$ cat config.mk
export PLATFORM = sky130hd
export DESIGN_NAME = output_port_arbiter
export DESIGN_NICKNAME = d
export VERILOG_FILES = /design/src/rtl/output_port_arbiter.sv
export SDC_FILE = /design/constraint.sdc
export NUM_CORES = 1
export LEC_CHECK = 0
export BUFFER_PORTS_ARGS = -buffer_cell sky130_fd_sc_hd__clkbuf_2
export CAP_MARGIN = 15
export CELL_PAD_IN_SITES_DETAIL_PLACEMENT = 1
export CELL_PAD_IN_SITES_GLOBAL_PLACEMENT = 2
export CORE_ASPECT_RATIO = 0.75
export CORE_MARGIN = 10
export CORE_UTILIZATION = 27
export DETAILED_ROUTE_END_ITERATION = 10
export GPL_ROUTABILITY_DRIVEN = 1
export PLACE_DENSITY_LB_ADDON = 0.1
export RECOVER_POWER = 50
export SLEW_MARGIN = 25
export SYNTH_ARGS = -nofsm -noshare
export SYNTH_HDL_FRONTEND = slang
export SYNTH_SLANG_ARGS = --single-unit
$ cat constraint.sdc
create_clock -name clk -period 3.5 [get_ports clk]
set_input_delay 0.35 -clock clk [delete_from_list [all_inputs] [get_ports clk]]
set_output_delay 0.35 -clock clk [all_outputs]
set_load 0.05 [all_outputs]
$ cat src/rtl/output_port_arbiter.sv
// Wormhole output-port scheduler: round-robin grant held per packet,
// credit-throttled pops from the owner FIFO onto a registered link.
module output_port_arbiter #(
    parameter int NUM_PORTS  = 5,
    parameter int FLIT_WIDTH = 17,
    parameter int CREDITS    = 5
) (
    input  logic                            clk,
    input  logic                            rst,
    input  logic [NUM_PORTS-1:0]            req_i,
    input  logic [NUM_PORTS*FLIT_WIDTH-1:0] flits_i,
    output logic [NUM_PORTS-1:0]            send_o,
    input  logic                            credit_i,
    output logic [FLIT_WIDTH-1:0]           data_o,
    output logic                            valid_o,
    output logic [NUM_PORTS-1:0]            grant_o,
    output logic                            credit_err_o
);

    typedef enum logic {
        IDLE,
        LOCKED
    } state_t;

    localparam logic [2:0] CRED_MAX  = 3'(CREDITS);
    localparam logic [2:0] LAST_PORT = 3'(NUM_PORTS - 1);
    localparam logic [3:0] NP        = 4'(NUM_PORTS);

    state_t                state_q, state_d;
    logic [2:0]            owner_q, owner_d;
    logic [2:0]            rr_ptr_q, rr_ptr_d;
    logic [2:0]            credits_q, credits_d;
    logic [FLIT_WIDTH-1:0] data_q, data_d;
    logic                  valid_q, valid_d;
    logic                  err_q, err_d;

    logic [FLIT_WIDTH-1:0] flit;
    logic                  fire;
    logic                  found;
    logic [2:0]            pick;
    logic [3:0]            idx;

    assign flit = flits_i[owner_q*FLIT_WIDTH +: FLIT_WIDTH];
    assign fire = (state_q == LOCKED) && req_i[owner_q]
                  && (credits_q != 3'd0);

    // Round-robin search: first requester at or after rr_ptr, wrapping.
    always_comb begin
        found = 1'b0;
        pick  = rr_ptr_q;
        idx   = '0;
        for (int i = 0; i < NUM_PORTS; i++) begin
            idx = {1'b0, rr_ptr_q} + 4'(i);
            if (idx >= NP) begin
                idx = idx - NP;
            end
            if (!found && req_i[idx[2:0]]) begin
                found = 1'b1;
                pick  = idx[2:0];
            end
        end
    end

    // Next state, link capture, pointer update and combinational strobes.
    always_comb begin
        state_d  = state_q;
        owner_d  = owner_q;
        rr_ptr_d = rr_ptr_q;
        data_d   = data_q;
        valid_d  = fire;
        send_o   = '0;
        grant_o  = '0;
        unique case (state_q)
            IDLE: begin
                if (found) begin
                    owner_d = pick;
                    state_d = LOCKED;
                end
            end
            LOCKED: begin
                grant_o[owner_q] = 1'b1;
                send_o[owner_q]  = fire;
                if (fire) begin
                    data_d = flit;
                    if (flit[FLIT_WIDTH-1]) begin
                        state_d  = IDLE;
                        rr_ptr_d = (owner_q == LAST_PORT) ? 3'd0
                                                          : owner_q + 3'd1;
                    end
                end
            end
        endcase
    end

    // Credit mirror of the downstream FIFO; overflow return is sticky.
    always_comb begin
        credits_d = credits_q;
        err_d     = err_q;
        case ({fire, credit_i})
            2'b10: credits_d = credits_q - 3'd1;
            2'b01: begin
                if (credits_q == CRED_MAX) begin
                    err_d = 1'b1;
                end else begin
                    credits_d = credits_q + 3'd1;
                end
            end
            default: credits_d = credits_q;
        endcase
    end

    // State registers with synchronous reset.
    always_ff @(posedge clk) begin
        if (rst) begin
            state_q   <= IDLE;
            owner_q   <= '0;
            rr_ptr_q  <= '0;
            credits_q <= CRED_MAX;
            data_q    <= '0;
            valid_q   <= 1'b0;
            err_q     <= 1'b0;
        end else begin
            state_q   <= state_d;
            owner_q   <= owner_d;
            rr_ptr_q  <= rr_ptr_d;
            credits_q <= credits_d;
            data_q    <= data_d;
            valid_q   <= valid_d;
            err_q     <= err_d;
        end
    end

    assign data_o       = data_q;
    assign valid_o      = valid_q;
    assign credit_err_o = err_q;

endmodule

==> results by group <==
Critical path
  • Max FO, Critical Path: 6
  • Crit path DAT: 3320 ps
  • Critical path required time: 3660 ps
  • Worst setup SP type: flop
  • WS Path Type: reg -> reg
  • Crit. End Element: flop

Synth
  • Synth cell types: 68
  • YS warnings: 0
  • Syn nets: 428
  • Synthesized flop and latch total: 29
  • Post-synth top area cell: dfxtp_1
  • EDFF count, synth: 0
  • Synthesized area per cell: 8.90 um2
  • Post-Syn Area: 0.00287 mm2
  • Share of the synthesized area in the top cell type: around a fifth
  • Async set-or-reset flop fraction in the synthesized netlist: 0%
  • Area contributors post-synth: dfxtp_1 20%, mux4_2 16%, nor2_1 5.5%
  • Main synth FF type: dfxtp_1
  • Sequential-to-total area share from yosys stat: 20.2%
  • Cell count after synthesis: 323

Clock tree
  • # resized after CTS: 0
  • Number of setup buffers added after CTS: 0
  • Clock tree sinks: 29
  • Root Driver: clkbuf_16
  • H-tree depth: 2
  • Hold_buf cts: 0
  • CTS clock-pin slew for the worst setup and hold paths: 50 ps
  • Worst-Skew Late Latency: 270 ps
  • CTS tree: yes
  • Inserted Clock Buffers: 5
  • CTS Buffer Depth: 2

STA
  • Slew Viols, Final: 0
  • RSZ-0062 raised after global routing: false
  • Slew margin rel.: 21.6%
  • Total Neg Setup Slack: 0 ps
  • WHS: 355 ps
  • Period utilization: 90.3%
  • Final setup viols: 0
  • Max Clock Skew: about 3.5 ps
  • Fin. Hold Viols: 0
  • F_max: 0.316 GHz
  • Fin crit period: 3160 ps
  • Worst-margin pin slew: 1180 ps

Pwr
  • Logic pwr share: 68.9%
  • Sw frac: 50.8%
  • Internal: approximately 0.0016 W
  • Leak: 1.54 nW
  • Clock Power Share: between 10% and 20%
  • Switching power: 0.00161 W
  • Max IR drop VDD: slightly below 0.3 mV
  • Pwr per Cell Area: about 840 mW/mm2
  • Seq pwr share: 17.6%
  • Total power: 0.00316 W

Route
  • Final wirelength: 11100 um
  • Detailed-route DRC error count: 0
  • Max Used Layer: met4
  • WL per Instance: 19.3 um
  • Metal3 WL: 703 um
  • Drt pass-1 iters: 4
  • Initial DRC count: 121
  • Via Count: between 2k and 3k
  • Post-DR vias/cell: 5.18
  • Antenna viol nets, final: 0
  • Met2 WL post-DR: 5140 um
  • Met1 wire length: 5220 um

Cells and area
  • Register area: 581 um2
  • Most common cell after layout, fill and taps aside: clkbuf_2
  • Area Overhead vs Synth: 31.3%
  • Nets: 544
  • Final Non-Filler Cells: between 500 and 600
  • Multi-input logic area: about 0.0021 mm2
  • Share of layout cells above drive strength 1: 35.3%
  • Ant. Diodes: 0
  • Commonest cells after routing, fill and taps aside: 97 x clkbuf_2, 42 x nor2_1, 29 x dfxtp_1
  • FILL cells: 1261

Die
  • Die ar.: 0.0152 mm2
  • Cell Rows: 32
  • Initial Utilization: 27.8%
  • Die Span Y: ~110 um
  • Die W: 139 um
  • Core box area: 0.0103 mm2
  • IO Count: between 100 and 150

Global routing
  • Vias in the first global route: between 3k and 4k
  • Initial antenna violation count: 0
  • Remaining global-route overflow: 0
  • First-pass GRT wire length: between 15000 and 20000 um
  • Largest net degree at the start of global routing: 30
  • Gr usage total: 14.1%

Hold path
  • Worst hold path class: in -> reg

Placed design
  • Placer Congestion: 0.810
  • I/O Buffers: 121
  • Detailed-placement wirelength estimate: 9010 um
  • Dpl cells: 568

Flow run
  • Max_cap viols: 0

Outcome
  • Outcome: finished, final reports clean
==> worst max-delay path, stage by stage, from the launching register on <==
cell and delay [ps]:
dfxtp_1 310, inv_1 190, ha_1 220, inv_1 60
fa_1 460, or2_1 330, xnor2_1 150, and4_1 250
or2_1 280, or4_1 530, o31ai_1 210, a311oi_1 60
==> final timing paths <==
kind / from / to / slack (ps) / cells past startpoint
worst max-delay path: rr_ptr_q[0]$_SDFFE_PP0P_ / owner_q[1]$_SDFFE_PP0P_ / 340 / 11
worst min-delay path: credit_i / credit_err_o$_SDFFE_PP0P_ / 360 / 3
worst max register to register: rr_ptr_q[0]$_SDFFE_PP0P_ / owner_q[1]$_SDFFE_PP0P_ / 340 / 11
worst min register to register: credit_err_o$_SDFFE_PP0P_ / credit_err_o$_SDFFE_PP0P_ / 470 / 2
==> metal layers <==
layer  vias up  track usage [%]
li1       1469                -
met1      1438             18.9
met2        71             22.5
met3         2             4.39
met4         0             1.19
met5         -                0
==> final cells by class <==
cell class / instances / share of cell area [%]
Inverter: 16 / 1.59
Timing Repair Buffer: 134 / 18.2
Clock buffer: 7 / 3.78
Tap cell: 136 / 4.51
Sequential cell: 29 / 15.4
Multi-Input combinational cell: 253 / 56.6
==> logic make-up (layout without fill, tap and decap cells) <==
family / Yosys count / count (layout) / synth area share [%]
multiplexers: 32 / 32 / 20.6
buffers and inverters: 41 / 157 / 6.40
adder cells (fa/ha/maj): 12 / 12 / 5.75
flip-flops: 29 / 29 / 20.2
AO/OA/AOI/OAI: 87 / 87 / 25.3
XOR/XNOR: 6 / 6 / 1.83
AND/OR/NAND/NOR: 116 / 116 / 20.0
==> power by group through the flow <==
stage	combinational [W]	clock (W)	sequential, W
6_report	0.00218	0.000426	0.000557
4_1_cts	0.00223	0.000438	0.000561
5_1_grt	0.00241	0.000455	0.000578
3_3_place_gp	0.00222	0	0.000564
2_1_floorplan	0.00144	0	0.000771
3_5_place_dp	0.00222	0	0.000566
==> synth_stat cells, drive strengths merged (3+ instances only) <==
library cell  count
mux2i             7
nor4              4
nand2b            5
nor2b             3
o21ai            13
nor3             25
and3b             3
nand3             6
inv              16
mux4             21
ha               10
a21o              4
a221oi           17
nor2             42
mux2              4
nand2            14
o31ai             3
clkbuf           16
buf               9
dfxtp            29
and2              4
a32oi             3
a21oi            12
xnor2             6
a211oi            7
==> state kept, by name, summed over array words and instances, names as in the netlist <==
name          cells
credits_q         3
data_o           17
state_q           1
owner_q           3
rr_ptr_q          3
credit_err_o      1
valid_o           1
==> metrics by stage <==
step	setup WS [ps]	util, %	cell area [um2]
3_3_place_gp	418	35.5	3660
4_1_cts	316	36.8	3810
2_1_floorplan	5.52	-	2880
5_1_grt	72.2	36.5	3770
6_report	340	36.5	3770
3_5_place_dp	323	35.5	3660
Note: power is estimated with default switching activity, not from simulation.
